<file path="config.mk">
export PLATFORM = sky130hd
export DESIGN_NAME = noc_credit_rx_port_flat
export DESIGN_NICKNAME = d
export VERILOG_FILES = /design/src/rtl/noc_credit_rx_port_if.sv /design/src/rtl/noc_credit_rx_port.sv /design/src/flat_wrapper.sv
export SDC_FILE = /design/constraint.sdc
export NUM_CORES = 1
export LEC_CHECK = 0
export CORE_MARGIN = 2
export CORE_UTILIZATION = 58
export CTS_CLUSTER_DIAMETER = 50
export DETAILED_ROUTE_END_ITERATION = 16
export PLACE_DENSITY = 0.92
export SLEW_MARGIN = 20
export SYNTH_ARGS = -nofsm -noshare
export SYNTH_HDL_FRONTEND = slang
export SYNTH_SLANG_ARGS = --single-unit
</file>
<file path="constraint.sdc">
create_clock -name clk -period 4.3 [get_ports clk]
set_input_delay 0.43 -clock clk [delete_from_list [all_inputs] [get_ports clk]]
set_output_delay 0.43 -clock clk [all_outputs]
set_load 0.01 [all_outputs]
</file>
<file path="src/rtl/noc_credit_rx_port_if.sv">
// Credit-link receive port signals: upstream flit/credit pair, downstream valid/ready, status.
// The slave modport is the receiving port itself; master is whoever drives and observes it.
interface noc_credit_rx_port_if #(
    parameter int FLIT_W = 20,
    parameter int PTR_W  = 2
);
    logic [FLIT_W-1:0] datain;
    logic              in_valid;
    logic              co;
    logic [FLIT_W-1:0] dataout;
    logic              out_valid;
    logic              out_ready;
    logic [PTR_W:0]    occupancy;
    logic              ovf;
    logic              proto_err;

    modport slave (
        input  datain, in_valid, out_ready,
        output co, dataout, out_valid, occupancy, ovf, proto_err
    );

    modport master (
        output datain, in_valid, out_ready,
        input  co, dataout, out_valid, occupancy, ovf, proto_err
    );
endinterface

</file>
<file path="src/rtl/noc_credit_rx_port.sv">
// Credit-based flit receive port: FWFT FIFO, one credit pulse per drained flit, overflow flag.
// Define PKT_CHECK_EN to add the packet-framing checker that drives proto_err.
//
// state  | meaning
// IDLE   | between packets; expects HEAD or SINGLE
// IN_PKT | inside a packet; expects BODY or TAIL
module noc_credit_rx_port #(
    parameter int FLIT_W = 20,
    parameter int DEPTH  = 4,
    parameter int PTR_W  = 2
) (
    input  logic                 clk,
    input  logic                 RST,
    noc_credit_rx_port_if.slave  link
);
    localparam logic [PTR_W:0]   FULL_CNT = (PTR_W+1)'(DEPTH);
    localparam logic [PTR_W:0]   CNT_ONE  = (PTR_W+1)'(1);
    localparam logic [PTR_W-1:0] PTR_ONE  = PTR_W'(1);

    logic [FLIT_W-1:0] mem [DEPTH];
    logic [PTR_W-1:0]  rd_ptr;
    logic [PTR_W-1:0]  wr_ptr;
    logic [PTR_W:0]    count;
    logic              co_q;
    logic              ovf_q;
    logic              empty;
    logic              full;
    logic              push;
    logic              pop;
    logic              drop;

    assign empty = (count == '0);
    assign full  = (count == FULL_CNT);
    assign pop   = !empty && link.out_ready;
    // A full FIFO still accepts when the head leaves in the same cycle.
    assign push  = link.in_valid && (!full || pop);
    assign drop  = link.in_valid && full && !pop;

    always_ff @(posedge clk) begin
        if (RST) begin
            rd_ptr <= '0;
            wr_ptr <= '0;
            count  <= '0;
            co_q   <= 1'b0;
            ovf_q  <= 1'b0;
        end else begin
            if (push) wr_ptr <= wr_ptr + PTR_ONE;
            if (pop)  rd_ptr <= rd_ptr + PTR_ONE;
            if (push && !pop)
                count <= count + CNT_ONE;
            else if (pop && !push)
                count <= count - CNT_ONE;
            co_q <= pop;
            if (drop) ovf_q <= 1'b1;
        end
    end

    always_ff @(posedge clk) begin
        if (push) mem[wr_ptr] <= link.datain;
    end

    assign link.dataout   = empty ? '0 : mem[rd_ptr];
    assign link.out_valid = !empty;
    assign link.occupancy = count;
    assign link.co        = co_q;
    assign link.ovf       = ovf_q;

`ifdef PKT_CHECK_EN
    typedef enum logic {
        IDLE   = 1'b0,
        IN_PKT = 1'b1
    } pkt_state_t;

    localparam logic [1:0] T_BODY   = 2'b00;
    localparam logic [1:0] T_TAIL   = 2'b01;
    localparam logic [1:0] T_HEAD   = 2'b10;
    localparam logic [1:0] T_SINGLE = 2'b11;

    pkt_state_t state_q;
    pkt_state_t state_d;
    logic       err_d;
    logic       err_q;
    logic [1:0] ftype;

    assign ftype = link.datain[FLIT_W-1:FLIT_W-2];

    always_ff @(posedge clk) begin
        if (RST) begin
            state_q <= IDLE;
            err_q   <= 1'b0;
        end else begin
            state_q <= state_d;
            if (err_d) err_q <= 1'b1;
        end
    end

    // Only flits that actually enter the FIFO advance the framing check.
    always_comb begin
        state_d = state_q;
        err_d   = 1'b0;
        if (push) begin
            case (state_q)
                IDLE: begin
                    case (ftype)
                        T_HEAD:   state_d = IN_PKT;
                        T_SINGLE: state_d = IDLE;
                        default:  err_d   = 1'b1;
                    endcase
                end
                IN_PKT: begin
                    case (ftype)
                        T_BODY: state_d = IN_PKT;
                        T_TAIL: state_d = IDLE;
                        T_HEAD: begin
                            err_d   = 1'b1;
                            state_d = IN_PKT;
                        end
                        default: begin
                            err_d   = 1'b1;
                            state_d = IDLE;
                        end
                    endcase
                end
                default: state_d = IDLE;
            endcase
        end
    end

    assign link.proto_err = err_q;
`else
    assign link.proto_err = 1'b0;
`endif
endmodule

</file>
<file path="src/flat_wrapper.sv">
// flat-port wrapper written by rule: the top's interface ports become plain ports
module noc_credit_rx_port_flat 
#(
    parameter int FLIT_W = 20,
    parameter int DEPTH  = 4,
    parameter int PTR_W  = 2
)
  (clk, RST, link_datain, link_in_valid, link_out_ready, link_co, link_dataout, link_out_valid, link_occupancy, link_ovf, link_proto_err);
  noc_credit_rx_port_if #(.FLIT_W(FLIT_W), .PTR_W(PTR_W)) link_i ();
  input  logic clk;
  input  logic RST;
  input wire logic [$bits(link_i.datain)-1:0] link_datain;
  input wire logic [$bits(link_i.in_valid)-1:0] link_in_valid;
  input wire logic [$bits(link_i.out_ready)-1:0] link_out_ready;
  output wire logic [$bits(link_i.co)-1:0] link_co;
  output wire logic [$bits(link_i.dataout)-1:0] link_dataout;
  output wire logic [$bits(link_i.out_valid)-1:0] link_out_valid;
  output wire logic [$bits(link_i.occupancy)-1:0] link_occupancy;
  output wire logic [$bits(link_i.ovf)-1:0] link_ovf;
  output wire logic [$bits(link_i.proto_err)-1:0] link_proto_err;
  assign link_i.datain = link_datain;
  assign link_i.in_valid = link_in_valid;
  assign link_i.out_ready = link_out_ready;
  assign link_co = link_i.co;
  assign link_dataout = link_i.dataout;
  assign link_out_valid = link_i.out_valid;
  assign link_occupancy = link_i.occupancy;
  assign link_ovf = link_i.ovf;
  assign link_proto_err = link_i.proto_err;
  noc_credit_rx_port #(.FLIT_W(FLIT_W), .DEPTH(DEPTH), .PTR_W(PTR_W)) u_core (.clk(clk), .RST(RST), .link(link_i));
endmodule
</file>
== After elaboration in Yosys (flattened, before gate mapping) ==
Memory sizes are Yosys's and may differ from the RTL's. A register that Yosys moved wholly into a read port is not among the register bits.
Index checks and enable logic that the tools add are counted.

* Bits in registers: 9
* Bits in writable memories: 80
* Input bits: 24
* Word-level logic and storage cells: 31
* Memories: 1

{| class="wikitable"
|+ Memories
! name !! words !! width !! read ports !! clocked after Yosys merged registers in !! write ports !! RTL line !! source
|-
| u_core.mem || 4 || 20 || 1 || 1 || 1 || noc_credit_rx_port.sv:20 || <nowiki>logic [FLIT_W-1:0] mem [DEPTH];</nowiki>
|}

* Add/sub/neg operators: 4
* Equality and inequality tests: 1
* Multiplexer cells: 7
* Reductions and logical operators: 13

{| class="wikitable"
|+ Operator list
! cell !! count
|-
| two-way mux 20 bit || 1
|-
| logical AND 1 bit || 6
|-
| two-way mux 3 bit || 2
|-
| adder 2 x 1 -> 2 bit, second input constant || 2
|-
| zero test 1 bit || 4
|-
| two-way mux 2 bit || 2
|-
| adder 3 x 1 -> 3 bit, second input constant || 1
|-
| == test 3 bit, second input constant || 1
|-
| zero test 3 bit || 1
|-
| subtractor 3 x 1 -> 3 bit, second input constant || 1
|-
| two-way mux 1 bit || 2
|-
| nonzero test 2 bit || 1
|-
| logical OR 1 bit || 1
|}

== Depth between registers and ports, before layout ==
* Word-level depth: 9
* Depth in mapped cells: 9

== Least setup slack after synthesis ==
No wires, ideal clock.

* Path kind: flip-flop to flip-flop
* From: register u_core.count[0], in the netlist u_core.link.occupancy[0]
* To: register u_core.count[2], in the netlist u_core.link.occupancy[2]
* Arrival: 2.014 ns
* Slack: 2.215 ns
* Cell stages (with the launch flop): 8
* Path buffers: 0
* Clock period less this slack: 2.085 ns
* Cells stage by stage: dfxtp_1 o31ai_1 ha_1 inv_1 fa_1 xor2_1 or3_1 a21oi_1

* Cells in the longest elaborated chain, start to end: 8
* Elaborated cells between the ends (all ways): 16

{| class="wikitable"
|+ RTL lines
! element !! RTL line !! source
|-
| from (decl) || noc_credit_rx_port.sv:23 || <nowiki>logic [PTR_W:0] count;</nowiki>
|-
| from (signal assigned) || noc_credit_rx_port.sv:50 || <nowiki>count <= count + CNT_ONE;</nowiki>
|-
| from (signal assigned) || noc_credit_rx_port.sv:52 || <nowiki>count <= count - CNT_ONE;</nowiki>
|-
| parallel branches: the longest is 8 deep, another holds subtractor 3 x 1 -> 3 bit || -- ||
|}

Several ways; the timed one is not identified. The select of a mux whose other input is x is not followed.
A chain may end at the register's enable or synchronous reset.

==> run summary <==
Final critical-path share of the clock period: 0.669
Post-synthesis area per instance: 19.5 µm²
Async set or reset register ratio after synthesis: 0
Final cell area excluding filler cells: 4310 µm²
Cell count after placement: 300
Total number of clock tree sinks: 91
Standard cell core area: 5920 µm²
TritonCTS buffer count: 9
Post-route setup TNS: 0 ns
Tightest Pin Transition: 1.06 ns
Leading area contributor after synthesis: sky130_fd_sc_hd__edfxtp_1
Setup-violating endpoint count in the final report: 0
Buffer depth of the longest clock path: 2
DRT iter0 DRCs: 113
Distinct cell type count of the synthesized netlist: 25
Delay of the slowest cell on the worst path: 0.97 ns
Number of instances in the synthesized netlist: 183
Launching element type of the critical path: register
Outcome: complete, no violations
Worst-path maximum fanout: 20
Initial antenna violation count: 0
Number of hold violations in the final report: 0
Clock tree from TritonCTS: yes
Number of I/O pins: 51
Floorplan die area: 6780 µm²
Data arrival time of the worst path: 2.45 ns
Number of buffers inserted by post-CTS setup repair: 0
Congestion Overflow GR: 0
Post-DP HPWL: 3.79 mm
Top cell type's share of synthesized area: 0.675
Routed length per placed instance: 18.6 µm
Number of warnings printed during yosys synthesis: 0
Flop and latch count out of synthesis: 91
Worst slew slack as a fraction of its limit: 0.291
First-pass GRT wire length: 8.91 mm
Setup repair after global routing missed its margin: false
Family with the most delay on the worst path: flip-flops
Floorplan die height: 82.3 µm
Finished Core Util: 0.728
Critical path class: reg2out
Count of flip-flops with a built-in enable after synthesis: 80
Tot GR Track Use: 0.189
Synthesized Nets: 213
Worst endpoint required time: 3.87 ns
Number of resized instances in the post-cts repair step: 0
Cell leakage power: 1.42 nW
Final antenna-violating net count: 0
Final critical delay including setup and external delays: 2.88 ns
Count of final max-slew check failures: 0
Vias post-DR: 1722
MaxCap Viol Count: 0
Leading post-synthesis cells by cell area: sky130_fd_sc_hd__edfxtp_1 67%, sky130_fd_sc_hd__mux4_2 13%, sky130_fd_sc_hd__dfxtp_1 6.2%
Port Buf Inserts: 49
Routed vias/inst: 5.45
Fraction of layout cells with a size suffix above 1: 0.166
Cell at the root of the clock tree: sky130_fd_sc_hd__clkbuf_8
Combined buffer and inverter count along the critical path: 1
# hold bufs at CTS: 0
Cell area after technology mapping: 3560 µm²
Final weighted congestion in routability-driven placement: 0.719
Vias in the first global route: 1725
Post-detailed-placement cell area: 4110 µm²
Layout overhead on the synthesized area: 21.2%
P per Cell Area: 593 nW/µm²
Residual DRC count: 0
Die X-Extent: 82.3 µm
Layout Cells excl Fill: 316
Worst vdd rail ir drop: 399 µV
Number of nets in the final layout: 266
Prevailing post-synth register cell: sky130_fd_sc_hd__edfxtp_1
Placement row count: 28
Library cell contributing the largest single delay on the critical path: sky130_fd_sc_hd__dfxtp_1
Worst path cell trace: mux4_2, nor2b_1, clkdlybuf4s50_1
N_diodes: 0
Crit. End Element: output port
Initial Util: 0.601
Minimum hold slack: 0.497 ns
Sequential element share of the synthesized area: 0.737
DRT Pass-1 Iters: 4
Post-route clock skew: 0.0113 ns
Highest clock rate: 0.347 GHz
CTS clock-pin slew for the worst setup and hold paths: 0.09 ns
Wire length after detailed routing: 5.86 mm
Hold Path Class: reg2reg
CTS H-tree lvls: 3
Largest net degree at the start of global routing: 24
Clock insertion delay at the later pin of the skew report: 0.34 ns
-- kinds of logic (layout without fill, tap and decap cells) --
family	after synthesis	count (layout)	synth area share
XOR/XNOR	3	3	0.00738
AO/OA/AOI/OAI	6	6	0.00914
other	1	1	0.00105
adder cells (fa/ha/maj)	6	6	0.0232
AND/OR/NAND/NOR	40	40	0.0661
multiplexers	23	23	0.136
buffers and inverters	13	71	0.0200
flip-flops	91	91	0.737
-- through the flow --
stage               total power, mW  worst slack, ns
global placement               1.99             1.57
finish                         2.56             1.42
detailed placement             2.02             1.50
global route                   2.68             1.31
CTS                            2.58             1.38
floorplan                      1.61             2.22
-- registers in the layout (all words and copies together), names as in the netlist, named ones only --
name                   cells
u_core.link.co             1
u_core.mem                80
u_core.wr_ptr              2
u_core.link.ovf            1
u_core.rd_ptr              2
u_core.link.occupancy      3
-- metal layers --
| layer | wire length [µm] | track usage | part of all wire | up-vias |
|---|---|---|---|---|
| met5 | 0 | 0 | 0 | - |
| met4 | 92 | 0.0717 | 0.016 | 0 |
| met3 | 263 | 0.0478 | 0.045 | 10 |
| met2 | 3080 | 0.326 | 0.52 | 47 |
| met1 | 2430 | 0.231 | 0.41 | 858 |
| li1 | - | - | - | 807 |
-- final cells by class --
class | instances | area [µm²]
sequential | 91 | 2620
fill | 347 | 1610
multi-input combinational | 79 | 871
timing repair buffer | 51 | 505
clock buffer | 12 | 178
tap | 75 | 93.8
clock inverter | 4 | 27.5
inverter | 4 | 15.0
-- final timing paths --
check,start,endpoint,slack [ns],depth (start not counted)
worst max-delay path,register,link_dataout[12],1.42,3
worst min-delay path,u_core.link.ovf$_SDFFE_PP0P_,u_core.link.ovf$_SDFFE_PP0P_,0.50,2
worst max register to register,u_core.link.occupancy[0]$_SDFFE_PP0P_,u_core.link.occupancy[2]$_SDFFE_PP0P_,1.88,8
worst min register to register,u_core.link.ovf$_SDFFE_PP0P_,u_core.link.ovf$_SDFFE_PP0P_,0.50,2
-- power breakdown --
part	internal (mW)	switching [mW]	total, mW	leakage [nW]
clock network	0.283	0.289	0.572	0.104
registers	1.06	0.0617	1.12	0.824
logic	0.491	0.378	0.868	0.490
total	1.83	0.729	2.56	1.42
-- tightest hold or removal path, cell delays in order, from the launching register on --
cell and delay [ns]:
sky130_fd_sc_hd__dfxtp_1 0.34, sky130_fd_sc_hd__a21oi_1 0.05, sky130_fd_sc_hd__nor2_1 0.07
-- synth_stat cells, drive strengths merged (3+ instances only) --
| cell type | instances |
|---|---|
| dfxtp | 11 |
| nor2b | 21 |
| ha | 5 |
| mux4 | 20 |
| a21oi | 3 |
| xor2 | 3 |
| inv | 4 |
| and2 | 4 |
| nor2 | 8 |
| edfxtp | 80 |
| buf | 7 |
-- layout by cell type (no fill, tap or decap), types with 2 or more instances in the layout --
| cell | count |
|---|---|
| sky130_fd_sc_hd__o21ai_0 | 2 |
| sky130_fd_sc_hd__nor2b_1 | 21 |
| sky130_fd_sc_hd__buf_4 | 2 |
| sky130_fd_sc_hd__dfxtp_1 | 11 |
| sky130_fd_sc_hd__or3_1 | 2 |
| sky130_fd_sc_hd__edfxtp_1 | 80 |
| sky130_fd_sc_hd__inv_1 | 4 |
| sky130_fd_sc_hd__mux4_2 | 20 |
| sky130_fd_sc_hd__a21oi_1 | 3 |
| sky130_fd_sc_hd__nand2b_1 | 2 |
| sky130_fd_sc_hd__clkbuf_8 | 9 |
| sky130_fd_sc_hd__xor2_1 | 3 |
| sky130_fd_sc_hd__clkbuf_16 | 2 |
| sky130_fd_sc_hd__and2_1 | 4 |
| sky130_fd_sc_hd__ha_1 | 5 |
| sky130_fd_sc_hd__clkdlybuf4s50_1 | 49 |
| sky130_fd_sc_hd__mux2i_1 | 2 |
| sky130_fd_sc_hd__nor2_1 | 8 |
No activity file was read; power rests on OpenSTA's default activity.
